`config.mk`:
```
export PLATFORM = sky130hd
export DESIGN_NAME = rx
export DESIGN_NICKNAME = d
export VERILOG_FILES = /design/src/rtl/rrc_pkg.sv /design/src/rtl/rx_mf.sv /design/src/rtl/rx.sv
export SDC_FILE = /design/constraint.sdc
export NUM_CORES = 1
export LEC_CHECK = 0
export CAP_MARGIN = 20
export CELL_PAD_IN_SITES_DETAIL_PLACEMENT = 0
export CELL_PAD_IN_SITES_GLOBAL_PLACEMENT = 2
export CORE_MARGIN = 3
export CORE_UTILIZATION = 30
export CTS_CLUSTER_DIAMETER = 150
export CTS_CLUSTER_SIZE = 30
export DETAILED_ROUTE_END_ITERATION = 7
export PLACE_DENSITY = 0.57
export SLEW_MARGIN = 10
export SYNTH_ARGS = -nofsm -noshare
export SYNTH_HDL_FRONTEND = slang
export SYNTH_SLANG_ARGS = --single-unit
```
`constraint.sdc`:
```
create_clock -name clk -period 19 [get_ports clk]
set_input_delay 3.8 -clock clk [delete_from_list [all_inputs] [get_ports clk]]
set_output_delay 3.8 -clock clk [all_outputs]
set_load 0.05 [all_outputs]
```
`src/rtl/rrc_pkg.sv`:
```
// Shared RRC constants for the polyphase transmitter and the receive-side matched filter.
// The coefficient table is the single source for both directions of the link.
package rrc_pkg;

  localparam int NTAP = 24;
  localparam int OS   = 4;
  localparam int CW   = 8;
  localparam int MFW  = 17;

  localparam logic signed [CW-1:0] COEF [NTAP] = '{
    8'sh00, 8'shFE, 8'shFF, 8'sh00, 8'sh02, 8'sh00, 8'shFB, 8'shF5,
    8'shF9, 8'sh0A, 8'sh25, 8'sh3E, 8'sh48, 8'sh3E, 8'sh25, 8'sh0A,
    8'shF9, 8'shF5, 8'shFB, 8'sh00, 8'sh02, 8'sh00, 8'shFF, 8'shFE
  };

endpackage

```
`src/rtl/rx_mf.sv`:
```
// Matched filter: sample delay line, full-precision MAC and registered filter output.
// The combinational sum is also exported so the decision uses the value being registered.
module rx_mf
  import rrc_pkg::*;
#(
  parameter int DW = 8
) (
  input  logic                  clk,
  input  logic                  rst,
  input  logic                  enable,
  input  logic signed [DW-1:0]  sample,
  output logic signed [MFW-1:0] sum,
  output logic signed [MFW-1:0] mf
);

  logic signed [DW-1:0]    x_r [NTAP];
  logic signed [MFW-1:0]   mf_r;
  logic signed [MFW-1:0]   sum_s;
  logic signed [DW+CW-1:0] prod_s;

  // shift the delay line on enabled samples
  always_ff @(posedge clk or posedge rst) begin
    if (rst) begin
      for (int k = 0; k < NTAP; k++) begin
        x_r[k] <= '0;
      end
    end else if (enable) begin
      x_r[0] <= sample;
      for (int k = 1; k < NTAP; k++) begin
        x_r[k] <= x_r[k-1];
      end
    end
  end

  // products are exact in DW+CW bits and the worst-case sum fits MFW bits
  always_comb begin
    sum_s  = '0;
    prod_s = '0;
    for (int k = 0; k < NTAP; k++) begin
      prod_s = x_r[k] * COEF[k];
      sum_s  = sum_s + MFW'(prod_s);
    end
  end

  // register the filter output from the pre-edge delay line
  always_ff @(posedge clk or posedge rst) begin
    if (rst) begin
      mf_r <= '0;
    end else if (enable) begin
      mf_r <= sum_s;
    end
  end

  assign sum = sum_s;
  assign mf  = mf_r;

endmodule

```
`src/rtl/rx.sv`:
```
// Receive branch: matched filter, decimation by OS at a selectable phase and hard sign decision.
// One instance per I/Q branch.
module rx
  import rrc_pkg::*;
#(
  parameter int DW = 8
) (
  input  logic                  clk,
  input  logic                  rst,
  input  logic                  i_enable,
  input  logic signed [DW-1:0]  i_rx,
  input  logic [1:0]            i_phase,
  output logic signed [MFW-1:0] o_mf,
  output logic                  o_bit,
  output logic                  o_valid
);

  logic signed [MFW-1:0] sum_s;
  logic [1:0]            cnt_r;
  logic                  bit_r;
  logic                  valid_r;

  rx_mf #(.DW(DW)) u_mf (
    .clk    (clk),
    .rst    (rst),
    .enable (i_enable),
    .sample (i_rx),
    .sum    (sum_s),
    .mf     (o_mf)
  );

  // phase counter and sign decision; a strobe never repeats on a held cycle
  always_ff @(posedge clk or posedge rst) begin
    if (rst) begin
      cnt_r   <= 2'd0;
      bit_r   <= 1'b0;
      valid_r <= 1'b0;
    end else if (i_enable) begin
      cnt_r <= (cnt_r == 2'(OS-1)) ? 2'd0 : cnt_r + 2'd1;
      if (cnt_r == i_phase) begin
        bit_r   <= ~sum_s[MFW-1];
        valid_r <= 1'b1;
      end else begin
        valid_r <= 1'b0;
      end
    end else begin
      valid_r <= 1'b0;
    end
  end

  assign o_bit   = bit_r;
  assign o_valid = valid_r;

endmodule
```
==> results of run 1 <==
## registers in the layout, summed over array words and instances, names as in the netlist
signal    cells
cnt_r         2
o_bit         1
o_valid       1
u_mf.mf      17
u_mf.x_r    192
## layout make-up
class	instances	area (um^2)
Antenna cell	1	2.502
Clock buffer	13	325.3
Clock inverter	7	125.1
Fill cell	7835	51010
Inverter	608	2290
Multi-Input combinational cell	1265	15340
Sequential cell	213	5330
Tap cell	1030	1289
Timing Repair Buffer	38	367.9
## path summary, 6_finish.rpt
| path | start | cells after the start | slack (ns) | to |
|---|---|---|---|---|
| setup / recovery | u_mf.x_r[85] | 37 | 8.74 | u_mf.mf[16] |
| hold / removal | u_mf.x_r[39] | 2 | 0.46 | u_mf.x_r[31] |
| setup reg to reg | u_mf.x_r[85] | 37 | 8.74 | u_mf.mf[16] |
| hold reg to reg | u_mf.x_r[39] | 2 | 0.46 | u_mf.x_r[31] |
| max in group asynchronous | rst | 3 | 13.81 | u_mf.x_r[39] |
| min in group asynchronous | rst | 2 | 3.70 | u_mf.mf[8] |
## placed cells by master (no fill, tap or decap), drive strengths merged, types with 35 or more instances in the layout
cell type and n:
nand2 114, xnor2 64, dfrtp 213, a21oi 35
o21ai 109, mux2 120, ha 287, inv 609
fa 375, xor2 40
## layer usage
metal / vias to the layer above / GRT usage (%) / wire, um
met5: - / 0 / 0
met4: 0 / 2.805 / 1138
met3: 33 / 1.197 / 855
met2: 84 / 27.75 / 30980
met1: 6960 / 21.24 / 28180
li1: 6469 / - / -
## critical path: cells and delay by family, from the launching register on
kind | cells | cell delay, ns
mux | 1 | 0.30
buf+inv | 11 | 0.71
fa+ha+maj | 14 | 6.81
xor+xnor | 2 | 0.33
simple gates | 1 | 0.10
flops | 1 | 0.54
compound gates | 8 | 1.44
## through the flow
stage	hold slack, ns	cell area [um^2]	std cells
floorplan	0.4492	23110	2125
global placement	0.4700	24620	3154
detailed placement	0.4745	24620	3154
CTS	0.4798	25070	3174
global route	0.5065	25070	3174
finish	0.4587	25070	3175
## cells by family (layout without fill, tap and decap cells)
logic type / count (synthesis) / count (layout) / share of synthesized area [%]
adders and majority gates: 662 / 662 / 48.02
DFF: 213 / 213 / 23.06
other: 0 / 1 / 0
muxes: 121 / 121 / 5.906
buffers and inverters: 647 / 666 / 10.59
AOI/OAI and AO/OA: 202 / 202 / 5.143
and+or+nand+nor: 176 / 176 / 3.340
xor gates and xnor gates: 104 / 104 / 3.941
==> key figures, run 1 <==
Outcome
  • Status: finished, final reports clean

Floorplanning
  • Initial Util: 30.38%
  • Overall die height: 283.6 um
  • FP Rows: 101
  • # IOs: 32
  • Core Footprint: 76080 um^2
  • Die X-Extent: 283.6 um
  • Die area: 80410 um^2

Synth
  • Synthesized instance count: 2125
  • Mapped Area: 23110 um^2
  • Post-synth ARST share: 100.0%
  • Post-synth EDFFs: 0
  • Synth Area per Inst: 10.88 um^2
  • Synth warn: 0
  • Synth area leader: fa_1
  • Distinct cells, synth: 49
  • Number of synthesized register bits: 213
  • Top post-synthesis cells by area: fa_1, dfrtp_1, ha_1
  • Main flop type after synthesis: dfrtp_1
  • Syn_nets: 2800
  • Yosys top cell area share: 32.48%
  • Sequential fraction of the synthesis area: 23.06%
  • Synth cell count leaders: inv_1, fa_1, ha_1
  • Top-count cell post-synth: inv_1

Layout
  • Share of layout cells above drive strength 1: 7.323%
  • Final nets: 2814
  • Area growth syn-to-layout: 8.472%
  • Fin util: 32.95%

Clocking
  • Clk slew on worst S/H paths: 0.12 ns
  • Clk buf depth: 3
  • Post_cts resized: 0
  • Clk Latency, worst-skew pair: 0.57 ns
  • CTS sink cnt: 213
  • Setup bufs post-CTS: 0
  • CTS tree: done
  • # hold bufs at CTS: 0
  • CTS H-tree depth: 1
  • CTS Buf Count: 13
  • Clock root buffer master: clkbuf_16

Routing
  • Avg WL per Cell: 19.26 um
  • Drt initial violations: 520
  • Routed Antenna Nets: 0
  • Total wire length: 61.16 mm
  • Routed via count: 13550
  • Initial DRT Pass Iterations: 5
  • Vias per std cell: 4.266
  • Remaining DRCs: 0

Critical path
  • Worst path most repeated cell: fa_1
  • Crit path kind: flip-flop to flip-flop
  • Crit-path max FO: 7
  • Critical path's slowest cell: fa_1
  • WP data arrival: 10.73 ns
  • Worst path required time: 19.47 ns
  • Slowest stage delay, CP: 0.59 ns
  • Critical Path Sink Type: flip-flop
  • Critical Path Start Type: flip-flop

STA
  • Unrepaired setup endpoints after global routing: no
  • Setup_tns: 0 ns
  • Final setup vio count: 0
  • Fmax achieved: 97.42 MHz
  • Tmin final: 10.26 ns
  • Final WS setup: 8.735 ns
  • Max-slew violation count: 0
  • Tcrit/Tclk final: 54.02%
  • Worst slew pin tran: 1.009 ns
  • Hold Vio Cnt, Final: 0
  • Max_slew headroom: 32.56%
  • Clock Skew: 0.09973 ns

Global route
  • Vias in the first global route: 15160
  • Pin count of the biggest net entering global routing: 114
  • GR Util All Layers: 15.67%
  • Grt ovf: 0
  • First-pass GRT wire length: 95.14 mm
  • Antenna violations before repair: 0

Min path
  • Hold crit path type: flip-flop to flip-flop

Flow run
  • Max_cap viols: 0

Placement
  • RD Place Congestion: 0.7841
  • Post-detail-place hpwl: 51.60 mm
  • IO Port Bufs: 31
  • Setup slack at placement: 8.601 ns
Power of run 1 is left out: the tool's default activity adds up to more than one toggle a clock period on the data nets, which glitch-free logic cannot reach.
==> inputs of run 2 (changes only) <==
PLACE_DENSITY = 0.6   (was 0.57)
clock period = 9.3 ns   (was 19 ns; I/O delays follow)
==> run 2 against run 1 <==
The run now ends with setup timing left; maximum frequency is 8.0% higher; routed wire length up 0.39%; final cell count is 3.4% higher; sequential cell count stayed put; non-clock buffer count up 110; via count rose by 2.9%; cell area up 5.4%; die area stayed put; sequential share of layout area fell by 1.1 points; count of clock-buffer cells in the layout rose by 1; utilization rose by 1.8 points; critical path type unchanged; critical endpoint unchanged.
==> key figures, run 2 (synthesis gave the netlist of run 1 again) <==
Outcome
  • Status: finished with violations
  • Failing checks: setup timing

Critical path
  • Crit-path max FO: 3
  • Slowest stage delay, CP: 0.57 ns
  • WP data arrival: 9.91 ns
  • Critical Path Sink Type: flip-flop
  • Worst path required time: 9.71 ns
  • Crit path kind: flip-flop to flip-flop
  • Critical path's slowest cell: fa_1
  • Critical Path Start Type: flip-flop
  • Worst path most repeated cell: fa_1

Layout
  • Largest Register: u_mf.x_r
  • Max reg flops: 192
  • Final nets: 2924
  • Commonest non-fill, non-tap cell in the layout: inv_1
  • Area growth syn-to-layout: 14.32%
  • Share of layout cells above drive strength 1: 16.42%
  • Commonest non-fill, non-tap cells in the layout: inv_1, fa_1, ha_1
  • Antenna diodes: 0
  • Post-Layout Inst Area: 26420 um^2

Floorplanning
  • # IOs: 32
  • Overall die height: 283.6 um
  • Die area: 80410 um^2
  • FP Rows: 101
  • Core Footprint: 76080 um^2
  • Die X-Extent: 283.6 um
  • Initial Util: 30.38%

Routing
  • Drt initial violations: 530
  • Vias per std cell: 4.246
  • Routed via count: 13950
  • Initial DRT Pass Iterations: 5
  • Total wire length: 61.40 mm
  • Routed Antenna Nets: 0
  • Remaining DRCs: 0
  • Avg WL per Cell: 18.70 um

Global route
  • Grt ovf: 0
  • Vias in the first global route: 15920
  • First-pass GRT wire length: 97.75 mm
  • GR Util All Layers: 15.95%
  • Pin count of the biggest net entering global routing: 178
  • Antenna violations before repair: 0

Clocking
  • Clock root buffer master: clkbuf_16
  • CTS sink cnt: 213
  • CTS Buf Count: 13
  • Clk slew on worst S/H paths: 0.12 ns
  • CTS tree: done
  • Clk Latency, worst-skew pair: 0.52 ns
  • Clk buf depth: 3
  • CTS H-tree depth: 1

STA
  • Max-slew violation count: 0
  • Final setup vio count: 5
  • Setup_tns: -0.5768 ns
  • Final WS setup: -0.2008 ns
  • Fmax achieved: 105.3 MHz
  • Max_slew headroom: 35.90%
  • Fin Hold WS: 0.4945 ns
  • Tcrit/Tclk final: 102.2%
  • Worst slew pin tran: 0.9615 ns
  • Clock Skew: 0.03366 ns
  • Tmin final: 9.501 ns
  • Hold Vio Cnt, Final: 0
  • Unrepaired setup endpoints after global routing: yes

Min path
  • Hold crit path type: flip-flop to flip-flop

Flow run
  • Max_cap viols: 0

Placement
  • Post-detail-place hpwl: 50.95 mm
  • IO Port Bufs: 31
  • Setup slack at placement: -0.6293 ns
  • RD Place Congestion: 0.8209
  • Dpl cell area: 25420 um^2
-- run 2: changes by cell type in the layout (fill, tap and decap cells not counted), sizes merged --
cell    change
buf       +110
clkbuf      +1
diode       -1
inv         +2
bufinv      -3
-- run 2: critical path: cells and delay by family (launching register included) --
kind,cells,cell delay [ns]
adders and majority gates,14,6.50
AOI/OAI and AO/OA,8,1.31
DFF,1,0.44
xor gates and xnor gates,2,0.30
and+or+nand+nor,2,0.25
buffers and inverters,7,0.31
muxes,1,0.26
-- run 2: timing repair --
item                                    4_1_cts  5_1_grt
setup buffers                                11        3
hold buffers                                  0        0
pin swaps                                    90       21
resized for setup                            88       29
endpoints found under the setup margin        7        9
-- run 2: cell type report --
cell class / count / area, um^2
Timing Repair Buffer: 148 / 1241
Clock inverter: 6 / 85.08
Inverter: 608 / 2292
Fill cell: 7751 / 49650
Multi-Input combinational cell: 1265 / 15850
Tap cell: 1030 / 1289
Sequential cell: 213 / 5331
Clock buffer: 14 / 339.1
-- run 2: worst paths after layout --
| path | slack (ns) | start | endpoint | cells past startpoint |
|---|---|---|---|---|
| worst max-delay path | -0.20 | u_mf.x_r[100] | u_mf.mf[16] | 34 |
| min in group asynchronous | 1.80 | rst | u_mf.x_r[73] | 2 |
| worst min register to register | 0.49 | u_mf.x_r[8] | u_mf.x_r[0] | 2 |
| worst min-delay path | 0.49 | u_mf.x_r[8] | u_mf.x_r[0] | 2 |
| worst max register to register | -0.20 | u_mf.x_r[100] | u_mf.mf[16] | 34 |
| max in group asynchronous | 6.17 | rst | u_mf.x_r[127] | 3 |
-- run 2: routing by layer --
layer,routed length (um),track usage [%],part of all wire [%],up-vias
li1,-,-,-,6677
met1,27780,21.60,45,7141
met2,31810,28.53,52,99
met3,1119,1.197,1.8,28
met4,686,2.288,1.1,0
met5,0,0,0,-
-- run 2: per-stage QoR --
step	instances	utilization [%]
3_3_place_gp	3252	33.41
4_1_cts	3282	34.57
2_1_floorplan	2125	-
3_5_place_dp	3252	33.41
6_report	3284	34.73
5_1_grt	3284	34.73
Power of run 2 is left out for the same reason.
==> edit 1, RTL diff (config.mk and constraints of run 2) <==
`DW` is set to 8 in 2 places; all go to 6.
--- a/src/rtl/rx_mf.sv
+++ b/src/rtl/rx_mf.sv
@@ -3,7 +3,7 @@
 module rx_mf
   import rrc_pkg::*;
 #(
-  parameter int DW = 8
+  parameter int DW = 6
 ) (
   input  logic                  clk,
   input  logic                  rst,
--- a/src/rtl/rx.sv
+++ b/src/rtl/rx.sv
@@ -3,7 +3,7 @@
 module rx
   import rrc_pkg::*;
 #(
-  parameter int DW = 8
+  parameter int DW = 6
 ) (
   input  logic                  clk,
   input  logic                  rst,
Ports: changed (resized i_rx); port bits go from 32 to 30. No check against the original RTL was run, so the function may have changed too.
==> edit 1 against run 2 <==
- worst hold slack worse by 18 ps
- sequential cell count is 48 lower
- wire length is 25% lower
- sequential share of layout area fell by 0.51 points
- critical path depth unchanged
- setup slack better by 260 ps
- synthesized area decreased by 21%
- clock skew decreased by 17 ps
- cell area decreased by 20%
- die area decreased by 21%
- critical path type unchanged
- largest cell class unchanged
Power is not shown: default switching activity piles up to over one toggle a cycle in this logic, so the estimate is an artifact.
==> edit 1: results <==
[outcome]
status = completed

[clocking]
h-tree-depth = 4
clock_path_buffers = 2
clock_latency_ps = 490
cts_resized = 20
clk_pin_slew_ps = 80

[global_routing]
grt_pass1_vias = 12300
antenna_found_initial = 1
grt_usage_pct = 15.5

[layout]
nNetsFinal = 2303
multi_input_cells = 979
multiInputGateArea_sq_mm = 0.0126
num-nonclk-inverters = 481
largest_reg_flops = 144
final_layout_size_suffix_gt1_share_pct = 15.8
seq_area_sq_mm = 0.00413

[detailed_routing]
via_per_inst = 4.33
wire_per_inst_um = 18.2
dr.first_iter.drc_count = 367
drt_pre_antenna_iters = 4

[placement]
place_area_sq_mm = 0.0200
place_ws_ps = -417
portBuffers = 29
dp_hpwl_um = 38800

[min_path]
min_from = u_mf.x_r[121]$_DFFE_PP0P_
min_to = u_mf.x_r[115]$_DFFE_PP0P_

[setup_path]
worst_r2r_endpoint = u_mf.mf[13]$_DFFE_PP0P_

[synth]
synth_top_cells_by_count = 481 x inv_1, 312 x fa_1, 224 x ha_1
synth_cell_types = 33
synthesis.nets = 2200

[timing]
final.setup_skew_ps = 16.6
worst_pin_slew_ps = 879
## edit 1: worst max path at each step
stage | to | slack, ps | start | cells past startpoint
floorplan | u_mf.mf[13]$_DFFE_PP0P_ | 10 | u_mf.x_r[76]$_DFFE_PP0P_ | 35
detailed placement | u_mf.mf[16]$_DFFE_PP0P_ | -420 | u_mf.x_r[74]$_DFFE_PP0P_ | 37
global route | u_mf.mf[16]$_DFFE_PP0P_ | -260 | u_mf.x_r[73]$_DFFE_PP0P_ | 37
CTS | u_mf.mf[16]$_DFFE_PP0P_ | -100 | u_mf.x_r[74]$_DFFE_PP0P_ | 35
finish | u_mf.mf[13]$_DFFE_PP0P_ | 60 | u_mf.x_r[74]$_DFFE_PP0P_ | 34
global placement | u_mf.mf[16]$_DFFE_PP0P_ | -260 | u_mf.x_r[76]$_DFFE_PP0P_ | 36
## edit 1: worst min-delay path, cell delays in order (launching register included)
cell     delay (ps)
dfrtp_1         340
nand2_1          50
o21ai_0          60
## edit 1: routing by layer
layer  GRT usage, %  wire, um
met2           25.8     22800
met5              0         0
met3           2.25      1080
met4           3.89       802
met1           21.1     21600
## edit 1: logic make-up (layout without fill, tap and decap cells)
group / count (synthesis) / in the layout / synth area share [%]
adders and majority gates: 536 / 536 / 49.5
xor gates and xnor gates: 82 / 82 / 3.93
and+or+nand+nor: 120 / 120 / 2.83
AOI/OAI and AO/OA: 141 / 141 / 4.45
DFF: 165 / 165 / 22.6
buffers and inverters: 509 / 624 / 10.5
muxes: 100 / 100 / 6.17
other: 0 / 1 / 0
## edit 1: through the flow
stage,hold WS [ps],cells
2_1_floorplan,446,1653
3_3_place_gp,462,2500
3_5_place_dp,469,2500
4_1_cts,486,2537
5_1_grt,511,2541
6_report,477,2542
==> edit 2, RTL diff (config.mk and constraints of run 2) <==
Made on the original files. Put a register stage on the output `o_mf`, with the module's reset. The value now appears one clock later. The other outputs are not delayed to match.
--- a/src/rtl/rx.sv
+++ b/src/rtl/rx.sv
@@ -15,6 +15,8 @@
   output logic                  o_valid
 );
 
+  logic signed [MFW-1:0] o_mf_d;
+
   logic signed [MFW-1:0] sum_s;
   logic [1:0]            cnt_r;
   logic                  bit_r;
@@ -26,7 +28,7 @@
     .enable (i_enable),
     .sample (i_rx),
     .sum    (sum_s),
-    .mf     (o_mf)
+    .mf     (o_mf_d)
   );
 
   // phase counter and sign decision; a strobe never repeats on a held cycle
@@ -51,4 +53,12 @@
   assign o_bit   = bit_r;
   assign o_valid = valid_r;
 
+  always_ff @(posedge clk or posedge rst) begin
+    if (rst) begin
+      o_mf <= '0;
+    end else begin
+      o_mf <= o_mf_d;
+    end
+  end
+
 endmodule
Behaviour: not the same (a bounded check fails within 4 cycles, from zero or initial values and one cycle with rst high).
==> edit 2 against run 2 <==
- the flow still finishes with violations (negative setup slack)
- cell area rose by 1.1%
- global-route usage decreased by 0.40 points
- core utilization fell by 0.31 points
- setup slack better by 10 ps
- wire length decreased by 0.74%
- synthesized cell count up 0.89%
- die area is 1.8% higher
- sequential cell count grew 17
- synthesized area up 1.8%
- sequential share of layout area up 1.4 points
Power is not shown: default switching activity piles up to over one toggle a cycle in this logic, so the estimate is an artifact.
==> edit 2: results <==
[layout]
bufAreaShareNonClock_pct = 4.47
clkbuf_count = 13
clock_area_share_pct = 1.43
nNetsFinal = 2940
multi_input_area_share_pct = 59.1
n_fill_cell = 7942
diodes = 1
design_area_sq_mm = 0.0267
num-nonclk-inverters = 610

[detailed_routing]
via_per_inst = 4.28
via_count = 14200

[placement]
place_area_sq_mm = 0.0258
dp_hpwl_um = 50500

[outcome]
violations = negative setup slack
status = complete, but fails checks

[global_routing]
use_met2_pct = 27.2
use_met3_pct = 1.34
grt_usage_pct = 15.5
antenna_found_initial = 1
grt_pass1_wl_um = 96600

[clocking]
cts_setup_buffers = 9

[synth]
synthesis.nets = 2819
yosys-top-cells-area = fa_1 32%, dfrtp_1 24%, ha_1 15%
synth_fa_ha_area_share_pct = 47.2

[timing]
setup_viol = 3
fin_ws_ps = -191
edit 2: cell count changes in the layout (fill, tap and decap cells not counted), sizes merged, moves of 2 or more:
cell,change
inv,+2
dfrtp,+17
a21o,+8
nor2,+4
nor4b,-3
o21bai,-8
buf,-4
edit 2: worst paths after layout:
check | startpoint | end | slack [ps] | depth (start not counted)
max in group asynchronous | rst | u_mf.x_r[151]$_DFFE_PP0P_ | 6140 | 3
worst max-delay path | u_mf.x_r[99]$_DFFE_PP0P_ | u_mf.mf[16]$_DFFE_PP0P_ | -190 | 34
worst min register to register | u_mf.mf[4]$_DFFE_PP0P_ | o_mf[4]$_DFF_PP0_ | 390 | 0
worst max register to register | u_mf.x_r[99]$_DFFE_PP0P_ | u_mf.mf[16]$_DFFE_PP0P_ | -190 | 34
worst min-delay path | u_mf.mf[4]$_DFFE_PP0P_ | o_mf[4]$_DFF_PP0_ | 390 | 0
min in group asynchronous | rst | o_mf[9]$_DFF_PP0_ | 1870 | 2
